--- config.mk ---
export PLATFORM = sky130hd
export DESIGN_NAME = axi_riscv_lrsc_table
export DESIGN_NICKNAME = d
export VERILOG_FILES = /design/src/rtl/axi_riscv_lrsc_table.sv
export SDC_FILE = /design/constraint.sdc
export NUM_CORES = 1
export LEC_CHECK = 0
export ABC_CLOCK_PERIOD_IN_PS = 5700
export BUFFER_PORTS_ARGS = -buffer_cell sky130_fd_sc_hd__clkbuf_2
export CAP_MARGIN = 30
export CORE_AREA = 2 2 259 261
export DETAILED_ROUTE_END_ITERATION = 8
export DIE_AREA = 0 0 261 263
export PLACE_DENSITY_LB_ADDON = 0.25
export SLEW_MARGIN = 20
export SYNTH_ARGS = -nofsm -noshare
export SYNTH_HDL_FRONTEND = slang
export SYNTH_SLANG_ARGS = --single-unit
--- constraint.sdc ---
create_clock -name clk_i -period 5.7 [get_ports clk_i]
set_input_delay 0.855 -clock clk_i [delete_from_list [all_inputs] [get_ports clk_i]]
set_output_delay 0.855 -clock clk_i [all_outputs]
set_load 0.1 [all_outputs]
--- src/rtl/axi_riscv_lrsc_table.sv ---
// LR/SC reservation table: tracks per-ID granule reservations, resolves
// store-conditionals and drops reservations hit by snooped writes.
module axi_riscv_lrsc_table #(
   parameter int unsigned ADDR_WIDTH = 64,
   parameter int unsigned ID_WIDTH   = 4,
   parameter int unsigned NUM_RES    = 4,
   parameter int unsigned GRAN_BYTES = 8,
   parameter int unsigned TIMEOUT    = 0
) (
   input  logic                           clk_i,
   input  logic                           rst_i,
   input  logic                           lr_valid_i,
   output logic                           lr_ready_o,
   input  logic [ID_WIDTH-1:0]            lr_id_i,
   input  logic [ADDR_WIDTH-1:0]          lr_addr_i,
   input  logic                           sc_valid_i,
   output logic                           sc_ready_o,
   input  logic [ID_WIDTH-1:0]            sc_id_i,
   input  logic [ADDR_WIDTH-1:0]          sc_addr_i,
   output logic                           sc_rsp_valid_o,
   input  logic                           sc_rsp_ready_i,
   output logic                           sc_rsp_ok_o,
   output logic [ID_WIDTH-1:0]            sc_rsp_id_o,
   input  logic                           wr_valid_i,
   input  logic [ADDR_WIDTH-1:0]          wr_addr_i,
   output logic [$clog2(NUM_RES+1)-1:0]   res_count_o
);

   localparam int unsigned GRAN_LSB = $clog2(GRAN_BYTES);
   localparam int unsigned GA_W     = ADDR_WIDTH - GRAN_LSB;
   localparam int unsigned CNT_W    = $clog2(NUM_RES + 1);
   localparam int unsigned PTR_W    = (NUM_RES > 1) ? $clog2(NUM_RES) : 1;

   logic [GA_W-1:0]     lr_gaddr, sc_gaddr, wr_gaddr;
   logic                unused_low_bits;
   logic                lr_fire, sc_fire, sc_ok, evict;
   logic [NUM_RES-1:0]  valid_reg, valid_next;
   logic [NUM_RES-1:0]  expired, v_snp, sc_hit, sc_clr, v_sc, lr_hit, alloc_sel;
   logic [PTR_W-1:0]    victim_ptr_reg;
   logic [CNT_W-1:0]    count_reg, count_next;
   logic                rsp_valid_reg, rsp_ok_reg;
   logic [ID_WIDTH-1:0] rsp_id_reg;

   assign lr_gaddr = lr_addr_i[ADDR_WIDTH-1:GRAN_LSB];
   assign sc_gaddr = sc_addr_i[ADDR_WIDTH-1:GRAN_LSB];
   assign wr_gaddr = wr_addr_i[ADDR_WIDTH-1:GRAN_LSB];
   assign unused_low_bits = ^{lr_addr_i[GRAN_LSB-1:0], sc_addr_i[GRAN_LSB-1:0],
                              wr_addr_i[GRAN_LSB-1:0]};

   assign lr_ready_o     = !rst_i;
   assign sc_ready_o     = !rst_i && (!rsp_valid_reg || sc_rsp_ready_i);
   assign lr_fire        = lr_valid_i && lr_ready_o;
   assign sc_fire        = sc_valid_i && sc_ready_o;
   assign sc_ok          = |sc_hit;
   assign sc_rsp_valid_o = rsp_valid_reg;
   assign sc_rsp_ok_o    = rsp_ok_reg;
   assign sc_rsp_id_o    = rsp_id_reg;
   assign res_count_o    = count_reg;

   // Per-entry pipeline of effects: expiry -> snoop -> SC clear -> LR install.
   generate
      for (genvar gi = 0; gi < NUM_RES; gi++) begin : g_ent
         logic [ID_WIDTH-1:0] id_reg;
         logic [GA_W-1:0]     gaddr_reg;

         if (TIMEOUT > 0) begin : g_age
            localparam int unsigned AGE_W = $clog2(TIMEOUT + 1);
            logic [AGE_W-1:0] age_reg;

            assign expired[gi] = valid_reg[gi] && (age_reg == AGE_W'(TIMEOUT - 1));

            always_ff @(posedge clk_i) begin
               if (rst_i)
                  age_reg <= '0;
               else if (alloc_sel[gi])
                  age_reg <= '0;
               else if (valid_reg[gi])
                  age_reg <= age_reg + AGE_W'(1);
            end
         end else begin : g_no_age
            assign expired[gi] = 1'b0;
         end

         assign v_snp[gi]  = valid_reg[gi] && !expired[gi] &&
                             !(wr_valid_i && (gaddr_reg == wr_gaddr));
         assign sc_hit[gi] = v_snp[gi] && (id_reg == sc_id_i) && (gaddr_reg == sc_gaddr);
         assign sc_clr[gi] = sc_fire && ((id_reg == sc_id_i) ||
                                         (sc_ok && (gaddr_reg == sc_gaddr)));
         assign v_sc[gi]   = v_snp[gi] && !sc_clr[gi];
         assign lr_hit[gi] = v_sc[gi] && (id_reg == lr_id_i);
         assign valid_next[gi] = v_sc[gi] || alloc_sel[gi];

         always_ff @(posedge clk_i) begin
            if (rst_i) begin
               id_reg    <= '0;
               gaddr_reg <= '0;
            end else if (alloc_sel[gi]) begin
               id_reg    <= lr_id_i;
               gaddr_reg <= lr_gaddr;
            end
         end
      end
   endgenerate

   // LR slot choice: same-ID entry, else lowest free, else round-robin victim.
   always_comb begin
      alloc_sel = '0;
      evict     = 1'b0;
      if (lr_fire) begin
         if (|lr_hit) begin
            alloc_sel = lr_hit;
         end else if (!(&v_sc)) begin
            for (int i = NUM_RES - 1; i >= 0; i--) begin
               if (!v_sc[i]) alloc_sel = NUM_RES'(1) << i;
            end
         end else begin
            alloc_sel[victim_ptr_reg] = 1'b1;
            evict = 1'b1;
         end
      end
   end

   always_comb begin
      count_next = '0;
      for (int i = 0; i < NUM_RES; i++) begin
         count_next = count_next + CNT_W'(valid_next[i]);
      end
   end

   always_ff @(posedge clk_i) begin
      if (rst_i) begin
         valid_reg      <= '0;
         victim_ptr_reg <= '0;
         count_reg      <= '0;
         rsp_valid_reg  <= 1'b0;
         rsp_ok_reg     <= 1'b0;
         rsp_id_reg     <= '0;
      end else begin
         valid_reg <= valid_next;
         count_reg <= count_next;
         if (evict) begin
            victim_ptr_reg <= (victim_ptr_reg == PTR_W'(NUM_RES - 1)) ? '0
                              : victim_ptr_reg + PTR_W'(1);
         end
         if (sc_fire) begin
            rsp_valid_reg <= 1'b1;
            rsp_ok_reg    <= sc_ok;
            rsp_id_reg    <= sc_id_i;
         end else if (sc_rsp_ready_i) begin
            rsp_valid_reg <= 1'b0;
         end
      end
   end

endmodule

==> impl_results.md <==
* Post-Synth XOR/XNOR Area at 24.89%
* Vias at 14333
* Wire per inst at 30.47 um
* TNS Setup at 0 ns
* CTS tree: done
* Gp weighted congestion at 1.025
* Die area at 0.06864 mm2
* WL final at 88.21 mm
* Dominant synthesized flop cell: dfxtp_1
* Post-Syn Nets at 2024
* Setup CP Type: input port to register
* Post-synth EDFFs at 0
* Std cell rows at 94
* Clk sink count at 275
* Vias in the first global route at 14416
* Synth Area in Adders at 0.5812%
* HPWL after DPL at 73.53 mm
* Ys Warns at 0
* Crit share post-route at 89.63%
* Maximum buffer depth of the clock tree at 3
* Clock Latency Late Sink at 0.57 ns
* Synthesis-stage register bit count at 275
* Reg area at 0.005505 mm2
* Status: finished clean
* Complex-gate fraction of the synthesized area at 10.79%
* Die outline width at 261 um
* Min Hold Slack at 0.4595 ns
* Hold Buf Count CTS at 0
* Ys async rst share at 0%
* Antenna Nets Post-Route at 0
* Most area-consuming cells after synthesis: dfxtp_1 34%, xnor2_1 19%, mux2i_1 8.1%
* Final setup viols at 0
* Syn Area/Cell at 9.034 um2
* Netlist cell types at 56
* Initial core utilization at 24.93%
* Area grow syn2layout at 21.64%
* PortBufs at 207
* Worst-path clk slew at 0.06 ns
* Setup crit start kind: input port
* Worst Path Arrival at 5.53 ns
* CP Capture Type: register
* Core Area at 0.06563 mm2
* Max_cap viols at 0
* Nets at 2215
* Worst EP required at 6.12 ns
* Number of fill cells at 7006
* Final Hold Fails at 0
* Peak VDD IR at 0.1571 mV
* Initial antenna violation count at 5
* Mux cell area share after synthesis at 8.076%
* Leading area contributor after synthesis: dfxtp_1
* Post-synthesis cell count at 1811
* Peak Freq at 195.7 MHz
* Cell Pwr Density at 270.8 mW/mm2
* Multi-input gate area at 0.009706 mm2
* Final Slew Violations at 0
* Die Y at 263 um
* Netlist Area Pre-Place at 0.01636 mm2
* Flip-flop count of the largest register after layout at 244
* Largest net degree at the start of global routing at 88
* Register area share after synthesis at 33.65%
* Drt first-iter violations at 1398
* Slew HR at 31.03%
* Clock root buffer: clkbuf_16
* Inserted Clock Buffers at 36
* Drt first pass iters at 5
* PostCTS Resize Cnt at 0
* Yosys top cell area share at 33.65%
* Leakage at 7.299 nW
* DRC at 0
* First-pass GRT wire length at 119.4 mm
* Synth Area in Simple Gates at 14.68%
* Grt ovf at 0
* Largest family of logic cells by synthesized area: XOR/XNOR gates
* Critical path peak fanout at 7
* Total GRT Usage at 25.25%
* Via density at 4.951
* Setup Fix Bufs, Post-CTS at 0
* Layout cells sized above 1 at 18.39%
* H-Tree Depth at 2
* RSZ-0062 raised after global routing: no
* Ports at 217
* Hold WC Path Type: register to register
* Worst Tran Pin Value at 1.035 ns
* Min cycle time layout at 5.109 ns
* Clk_skew at 0.03563 ns
[critical path: stages]
cell      delay, ns
clkbuf_2       0.23
xnor2_1        0.31
nand4_1        0.36
nor4_1         0.39
buf_4          0.19
nand4_1        0.18
buf_4          0.21
a2111o_2       0.44
nand4_1        0.14
a21oi_1        0.08
buf_4          0.17
a22o_1         0.24
o32a_1         0.36
o21ai_0        0.27
fa_1           0.48
ha_1           0.19
ha_1           0.27
nor2b_1        0.13
[power breakdown]
part / total, mW / internal (mW) / switching, mW
Combinational: 0.957 / 0.327 / 0.630
Clock: 2.37 / 1.43 / 0.942
Sequential: 2.06 / 1.98 / 0.0774
Total: 5.39 / 3.74 / 1.65
[stage by stage]
stage               utilization [%]  total power [mW]  instance area (um2)  setup WS (ns)  std cells
CTS                           30.27             5.413                19870         0.6621       2891
finish                        30.32             5.389                19900         0.5908       2895
detailed placement            28.41             3.030                18650         0.1025       2827
global route                  30.31             5.540                19890         0.4132       2892
floorplan                         -             2.548                16360         0.6019       1811
global placement              28.41             3.034                18650         0.1117       2827
[layout make-up]
cell class	count	area share, %
well taps	864	5.432
clock inverters	17	1.088
inverters	125	2.358
multi-input cells	1262	48.77
clock buffers	47	5.042
repair buffers	302	9.613
flip-flops and latches	275	27.66
diodes	3	0.03772
[Yosys cell counts, drive strengths merged, types with 3 or more instances]
cell and n:
nand2 24, nand4 93, a221oi 5, a211oi 3
nand2b 30, o21ai 9, buf 42, xor2 116
and4 5, and2 5, nor4 56, o2111ai 10
nor2 149, o21a 3, a2111o 6, clkbuf 107
o221ai 5, o22ai 9, xnor2 349, inv 124
ha 6, nor2b 66, a21oi 6, dfxtp 275
nand3 11, o2bb2ai 69, a22o 69, mux2i 132
[layout by cell type (no fill, tap or decap), types with 6 or more instances in the layout]
master / instances
xnor2_1: 349
nand2b_1: 30
clkbuf_16: 37
o22ai_1: 9
mux2i_1: 132
nand4_1: 93
a21oi_1: 6
nor2_1: 148
nand2_1: 24
clkbuf_2: 206
inv_1: 123
ha_1: 6
nor2b_1: 66
dfxtp_1: 275
a22o_1: 69
o2111ai_1: 10
nor4_1: 54
xor2_1: 116
buf_4: 83
buf_12: 11
clkbuf_1: 6
o2bb2ai_1: 69
nand3_1: 11
[final timing paths]
check,startpoint,endpoint,slack (ns),depth (start not counted)
worst min register to register,sc_rsp_id_o[1],sc_rsp_id_o[1],0.46,2
worst min-delay path,sc_rsp_id_o[1],sc_rsp_id_o[1],0.46,2
worst max-delay path,sc_addr_i[51],res_count_o[1],0.59,18
worst max register to register,g_ent[2].gaddr_reg[54],res_count_o[1],0.83,18
[routing by layer]
layer / share of wire [%] / track usage (%) / up-vias
met5: 0.052 / 0 / -
met2: 46 / 41.29 / 566
met3: 6.1 / 4.082 / 128
met4: 4.2 / 9.029 / 8
met1: 44 / 33.37 / 7095
li1: - / - / 6536
[kinds of logic (layout without fill, tap and decap cells)]
| family | Yosys count | in the layout |
|---|---|---|
| fa+ha+maj | 7 | 7 |
| flops | 275 | 275 |
| xor+xnor | 465 | 465 |
| other cells | 0 | 3 |
| compound gates | 209 | 209 |
| buf+inv | 274 | 491 |
| mux | 132 | 132 |
| simple gates | 449 | 449 |
Note: power is estimated with default switching activity, not from simulation.
